[src/rtl/alu_sequencer.sv]
// Sequences one calculator request through the shared ALU with a response timeout,
// then streams the signed decimal result (or "ERR") to the UART TX path, ending in CR LF.
module alu_sequencer #(
   parameter int TIMEOUT = 64
) (
   input  logic        clk,
   input  logic        rst,
   input  logic        req_valid,
   input  logic [7:0]  num_a,
   input  logic [7:0]  num_b,
   input  logic [3:0]  op,
   output logic [7:0]  alu_a,
   output logic [7:0]  alu_b,
   output logic [1:0]  alu_op,
   output logic        alu_start,
   input  logic        alu_valid,
   input  logic [15:0] alu_result,
   input  logic        alu_div0,
   output logic [7:0]  tx_data,
   output logic        tx_valid,
   input  logic        tx_ready,
   output logic        busy,
   output logic        overrun
);

   typedef enum logic [3:0] {
      IDLE, ISSUE, WAIT, CONV, SEND_SIGN, SEND_DIG, SEND_CR, SEND_LF, SEND_ERR
   } state_t;

   state_t      state_reg;
   logic [7:0]  tmo_cnt_reg;
   logic [15:0] mag_reg;
   logic        neg_reg;
   logic [2:0]  wgt_idx_reg;
   logic [3:0]  dcnt_reg;
   logic [3:0]  digit_reg [5];
   logic [2:0]  dig_idx_reg;
   logic [1:0]  err_idx_reg;

   logic [3:0]  digit_nz;
   logic [2:0]  lead_idx;
   logic [2:0]  dig_inc;
   logic [3:0]  first_digit;
   logic [15:0] weight;
   logic [15:0] res_mag;
   logic        tx_fire;

   function automatic logic [7:0] ascii_digit(input logic [3:0] d);
      return 8'h30 + {4'h0, d};
   endfunction

   genvar gi;
   generate
      for (gi = 0; gi < 4; gi++) begin : g_nz
         assign digit_nz[gi] = (digit_reg[gi] != 4'd0);
      end
   endgenerate

   // First significant digit; the units position is always printed.
   always_comb begin
      lead_idx = 3'd4;
      for (int i = 3; i >= 0; i--) begin
         if (digit_nz[i]) lead_idx = 3'(i);
      end
   end

   // The units digit is still in dcnt_reg on the cycle conversion completes.
   always_comb begin
      first_digit = dcnt_reg;
      if (lead_idx != 3'd4) first_digit = digit_reg[lead_idx];
   end

   always_comb begin
      case (wgt_idx_reg)
         3'd0:    weight = 16'd10000;
         3'd1:    weight = 16'd1000;
         3'd2:    weight = 16'd100;
         3'd3:    weight = 16'd10;
         default: weight = 16'd1;
      endcase
   end

   assign dig_inc = (dig_idx_reg >= 3'd4) ? 3'd4 : dig_idx_reg + 3'd1;
   assign res_mag = alu_result[15] ? (~alu_result + 16'd1) : alu_result;
   assign tx_fire = tx_valid && tx_ready;

   always_ff @(posedge clk) begin
      if (!rst) begin
         state_reg   <= IDLE;
         alu_a       <= 8'd0;
         alu_b       <= 8'd0;
         alu_op      <= 2'd0;
         alu_start   <= 1'b0;
         tx_data     <= 8'd0;
         tx_valid    <= 1'b0;
         busy        <= 1'b0;
         overrun     <= 1'b0;
         tmo_cnt_reg <= 8'd0;
         mag_reg     <= 16'd0;
         neg_reg     <= 1'b0;
         wgt_idx_reg <= 3'd0;
         dcnt_reg    <= 4'd0;
         dig_idx_reg <= 3'd0;
         err_idx_reg <= 2'd0;
         for (int i = 0; i < 5; i++) digit_reg[i] <= 4'd0;
      end else begin
         overrun   <= req_valid && (state_reg != IDLE);
         alu_start <= 1'b0;
         case (state_reg)
            IDLE: begin
               if (req_valid) begin
                  alu_a  <= num_a;
                  alu_b  <= num_b;
                  alu_op <= op[1:0];
                  busy   <= 1'b1;
                  if (op <= 4'd3) begin
                     state_reg <= ISSUE;
                     alu_start <= 1'b1;
                  end else begin
                     state_reg   <= SEND_ERR;
                     err_idx_reg <= 2'd0;
                     tx_valid    <= 1'b1;
                     tx_data     <= 8'h45;
                  end
               end
            end
            ISSUE: begin
               state_reg   <= WAIT;
               tmo_cnt_reg <= 8'd1;
            end
            WAIT: begin
               if (alu_valid && alu_div0) begin
                  state_reg   <= SEND_ERR;
                  err_idx_reg <= 2'd0;
                  tx_valid    <= 1'b1;
                  tx_data     <= 8'h45;
               end else if (alu_valid) begin
                  state_reg   <= CONV;
                  neg_reg     <= alu_result[15];
                  mag_reg     <= res_mag;
                  wgt_idx_reg <= 3'd0;
                  dcnt_reg    <= 4'd0;
               end else if (tmo_cnt_reg == 8'(TIMEOUT - 1)) begin
                  state_reg   <= SEND_ERR;
                  err_idx_reg <= 2'd0;
                  tx_valid    <= 1'b1;
                  tx_data     <= 8'h45;
               end else begin
                  tmo_cnt_reg <= tmo_cnt_reg + 8'd1;
               end
            end
            CONV: begin
               if (mag_reg >= weight) begin
                  mag_reg  <= mag_reg - weight;
                  dcnt_reg <= dcnt_reg + 4'd1;
               end else begin
                  digit_reg[wgt_idx_reg] <= dcnt_reg;
                  dcnt_reg               <= 4'd0;
                  if (wgt_idx_reg == 3'd4) begin
                     dig_idx_reg <= lead_idx;
                     tx_valid    <= 1'b1;
                     if (neg_reg) begin
                        state_reg <= SEND_SIGN;
                        tx_data   <= 8'h2D;
                     end else begin
                        state_reg <= SEND_DIG;
                        tx_data   <= ascii_digit(first_digit);
                     end
                  end else begin
                     wgt_idx_reg <= wgt_idx_reg + 3'd1;
                  end
               end
            end
            SEND_SIGN: begin
               if (tx_fire) begin
                  state_reg <= SEND_DIG;
                  tx_data   <= ascii_digit(digit_reg[dig_idx_reg]);
               end
            end
            SEND_DIG: begin
               if (tx_fire) begin
                  if (dig_idx_reg == 3'd4) begin
                     state_reg <= SEND_CR;
                     tx_data   <= 8'h0D;
                  end else begin
                     dig_idx_reg <= dig_inc;
                     tx_data     <= ascii_digit(digit_reg[dig_inc]);
                  end
               end
            end
            SEND_ERR: begin
               if (tx_fire) begin
                  if (err_idx_reg == 2'd2) begin
                     state_reg <= SEND_CR;
                     tx_data   <= 8'h0D;
                  end else begin
                     err_idx_reg <= err_idx_reg + 2'd1;
                     tx_data     <= 8'h52;
                  end
               end
            end
            SEND_CR: begin
               if (tx_fire) begin
                  state_reg <= SEND_LF;
                  tx_data   <= 8'h0A;
               end
            end
            SEND_LF: begin
               if (tx_fire) begin
                  state_reg <= IDLE;
                  tx_valid  <= 1'b0;
                  busy      <= 1'b0;
               end
            end
            default: state_reg <= IDLE;
         endcase
      end
   end

endmodule

[config.mk]
export PLATFORM = sky130hd
export DESIGN_NAME = alu_sequencer
export DESIGN_NICKNAME = d
export VERILOG_FILES = /design/src/rtl/alu_sequencer.sv
export SDC_FILE = /design/constraint.sdc
export NUM_CORES = 1
export LEC_CHECK = 0
export BUFFER_PORTS_ARGS = -buffer_cell sky130_fd_sc_hd__clkbuf_2
export CAP_MARGIN = 20
export CORE_ASPECT_RATIO = 1.75
export CORE_MARGIN = 4
export CORE_UTILIZATION = 50
export DETAILED_ROUTE_END_ITERATION = 6
export GPL_TIMING_DRIVEN = 0
export MAX_ROUTING_LAYER = met4
export PLACE_DENSITY_LB_ADDON = 0.1
export SYNTH_ARGS = -nofsm -noshare
export SYNTH_HDL_FRONTEND = slang
export SYNTH_SLANG_ARGS = --single-unit
[constraint.sdc]
create_clock -name clk -period 3.2 [get_ports clk]
set_clock_uncertainty 0.15 [all_clocks]
set_input_delay 0.16 -clock clk [delete_from_list [all_inputs] [get_ports clk]]
set_output_delay 0.16 -clock clk [all_outputs]
set_load 0.005 [all_outputs]
==> parameters.txt <==
Parameter                              Value

Outcome
  Outcome    finished, violations left
  Violated checks    design-rule violations, negative setup slack

Logic synthesis
  Number of enable flip-flop cells after synthesis    32
  Leading post-synthesis cells by cell area    dfxtp_1 23%, edfxtp_1 15%, nand2_1 5.5%
  Cell type contributing the most total cell area after synthesis    dfxtp_1
  Syn_nets    807
  Share of synthesized registers carrying an async set or reset    0%
  Synthesis Warnings    0
  Sequential cell area fraction in the yosys report    38.16%
  Number of library cell types mapped by synthesis    69
  Total standard cell area after synthesis    0.006349 mm^2
  Post-Syn Area per Cell    8.568 um^2
  Synthesized flop and latch total    105
  Synth Flop Type    dfxtp_1
  Share of the synthesized area in the top cell type    23.02%
  Cell count after synthesis    741

Setup path
  Kind of end point of the critical path    flip-flop
  Kind of cell adding the most delay to the critical path    compound AO/OA/AOI/OAI gates
  Critical Path Start Type    flip-flop
  Largest stage delay, worst path    0.41 ns
  Critical path peak fanout    6
  Req. time, crit path    3.28 ns
  Buffering stage count on the worst path with inverters included    4
  Cells traversed along the worst timing path    clkbuf_16 -> inv_6 -> ha_4 -> buf_6 -> o21ai_4 -> ha_4 -> a21o_1 -> a2111o_1 -> a2111o_1 -> o21ai_4 -> and4_1 -> buf_6 -> nor3b_4 -> o31ai_1
  Cell with the largest stage delay on the worst path    a2111o_1
  Category of the most critical setup path    reg -> reg
  Endpoint arrival time on the critical path    3.44 ns

Timing
  Worst Tran Pin Value    0.9213 ns
  Fmax    296.8 MHz
  Setup TNS    -3.284 ns
  Final setup fails    34
  Hold Violations, Final    0
  RSZ-0062 raised after global routing    true
  Share of the clock period used by the worst path    105.3%
  Final WS setup    -0.1698 ns
  Final critical delay including setup and external delays    3.370 ns
  Headroom to the max-slew limit    38.58%
  Max Slew Vio Count    0

Routing
  Top routing layer in use    met4
  Wire length on met2    11.24 mm
  Number of nets with antenna violations after detailed routing    0
  Met3 WL post-DR    833 um
  Number of optimization iterations in the first detailed-route pass    7
  Post-detailed-route DRC marker count    1
  Post-DR wirelength/cell    19.44 um
  Post-detailed-routing wire length    20.40 mm
  Mean number of vias per cell    6.030
  DRC violation total after the first TritonRoute iteration    421
  Vias after detailed routing    6,325
  Met1 routed wirelength after detailed routing    7.062 mm

Floorplan
  Die Wd    93.18 um
  Die height    157.1 um
  Initial Util    51.07%
  Number of rows in the core area    54
  Number of top-level design ports    72
  Overall die area    0.01464 mm^2
  Core region area    0.01243 mm^2

Final layout
  Total Nets Final    942
  Post-route core utilization    66.51%
  Footprint of the multi-input gates    0.004158 mm^2
  Total of fill cells in the finished design    1,040
  Layout Area Growth over Synthesis    30.23%
  Register cell area after layout    0.002431 mm^2
  Share of layout cells above drive strength 1    25.09%
  Count of inserted antenna diode cells    0
  Flip-flop count of the largest register after layout    32
  Cell area after layout    0.008268 mm^2

Power and ir drop
  Post-layout power    4941 uW
  Leak Pwr    0.003053 uW
  PwrDens    597.6 mW/mm^2
  VDD IR-drop max    0.3234 mV

Clocking
  CTS tree    done
  Deepest level of the CTS H-tree    3
  Number of buffers inserted during clock tree synthesis    9
  Clock insertion delay at the later pin of the skew report    0.35 ns
  Clock transition at the registers of the reported paths    0.08 ns
  Clock tree buffer depth    2
  Root buffer cell    clkbuf_16
  Sinks on the clock net    105

GRT
  Via count of the first global-routing pass    6,127
  Largest net degree at the start of global routing    20
  Global-route wire length before repair    31.02 mm
  Initial antenna violation count    0
  Grt ovf    0
  Global-route usage over all layers    27.94%

Run
  Max-cap check violation count    0

Min path
  Hold Crit Class    in -> reg

Placement
  Area post-placement    0.006997 mm^2
  Worst setup slack after placement    -0.8355 ns
  DP Wirelength    14.69 mm
  GP Congestion    0.9099
  Number of buffers added on ports    69
timing repair:
item / CTS / global route
gates resized for setup: 55 / 54
cloned: 0 / 1
hold buffers: 21 / 0
pin swaps: 29 / 24
endpoints found under the setup margin: 95 / 95
buffers inserted: 22 / 14
hold endpoints to repair: 20 / 0
through the flow:
step,std cells,hold slack (ns)
after detailed placement,978,0.2247
after global placement,978,0.2281
final,1049,0.07035
after CTS,1035,0.07604
after floorplan,741,0.08741
after global routing,1049,0.1041
layer usage:
layer  up-vias  global-route usage, %
met5         -                      -
met4         0                  15.72
met3        78                  2.917
met2       228                  52.15
met1      3035                  27.74
li1       2984                      -
synth_stat cells (all sizes together), types with 6 or more instances:
master	instances
ha	23
xnor2	10
clkbuf	31
nor4	6
a21oi	69
mux4	9
nand3	12
mux2i	17
nand2b	10
nor2	76
nand4	8
o31ai	10
and2	22
o21a	6
xor2	18
nor3	26
o22ai	7
dfxtp	73
buf	10
nor2b	7
inv	15
o211ai	8
nand2	93
a211oi	13
edfxtp	32
o21ai	41
or4	7
worst register-to-register path, cell delays in order, from the launching register on:
cell	delay [ns]
dfxtp_2	0.37
clkbuf_16	0.14
inv_6	0.03
ha_4	0.16
buf_6	0.12
o21ai_4	0.15
ha_4	0.23
a21o_1	0.18
a2111o_1	0.39
a2111o_1	0.41
o21ai_4	0.25
and4_1	0.25
buf_6	0.13
nor3b_4	0.21
o31ai_1	0.08
placed cells by master (no fill, tap or decap), types with 8 or more instances in the layout:
master	count
xnor2_1	10
clkbuf_1	27
xor2_1	18
nand3_1	9
dfxtp_1	70
clkbuf_16	11
o31ai_1	8
nand4_1	8
o211ai_1	8
o21ai_0	27
ha_1	14
nor3_1	19
dlygate4sd3_1	21
nor2_1	72
a211oi_1	8
buf_6	12
buf_4	28
mux2i_1	16
edfxtp_1	32
a21oi_1	62
nand2_1	90
o21ai_1	8
inv_1	12
mux4_2	9
clkbuf_2	70
and2_1	22
final timing paths:
kind	start	to	slack, ns	cells past startpoint
min reg2reg	alu_b[3]	alu_b[3]	0.31	2
min	rst	busy	0.07	4
max	wgt_idx_reg[1]	err_idx_reg[0]	-0.17	14
max reg2reg	wgt_idx_reg[1]	err_idx_reg[0]	-0.17	14
where the power goes:
part	internal [uW]	total, uW	switching [uW]
logic	903	2120	1220
clock network	588	1140	555
registers	1550	1680	130
total	3040	4940	1900
layout make-up:
type	count	share of cell area (%)
Buffer	38	2.482
Clock buffer	9	2.724
Clock inverter	7	0.9231
Inverter	16	0.9383
Multi-Input combinational cell	579	50.29
Sequential cell	105	29.40
Tap cell	168	2.542
Timing Repair Buffer	127	10.70
kinds of logic (layout without fill, tap and decap cells):
kind of cell	after synthesis	count (layout)	share of synthesized area [%]
muxes	27	27	6.050
adders and majority gates	24	24	4.848
AOI/OAI and AO/OA	198	198	19.77
other	1	1	0.05907
DFF	105	105	38.16
xor gates and xnor gates	28	28	3.863
and+or+nand+nor	301	301	23.41
buffers and inverters	57	197	3.843
(Power assumes the default switching activity.)
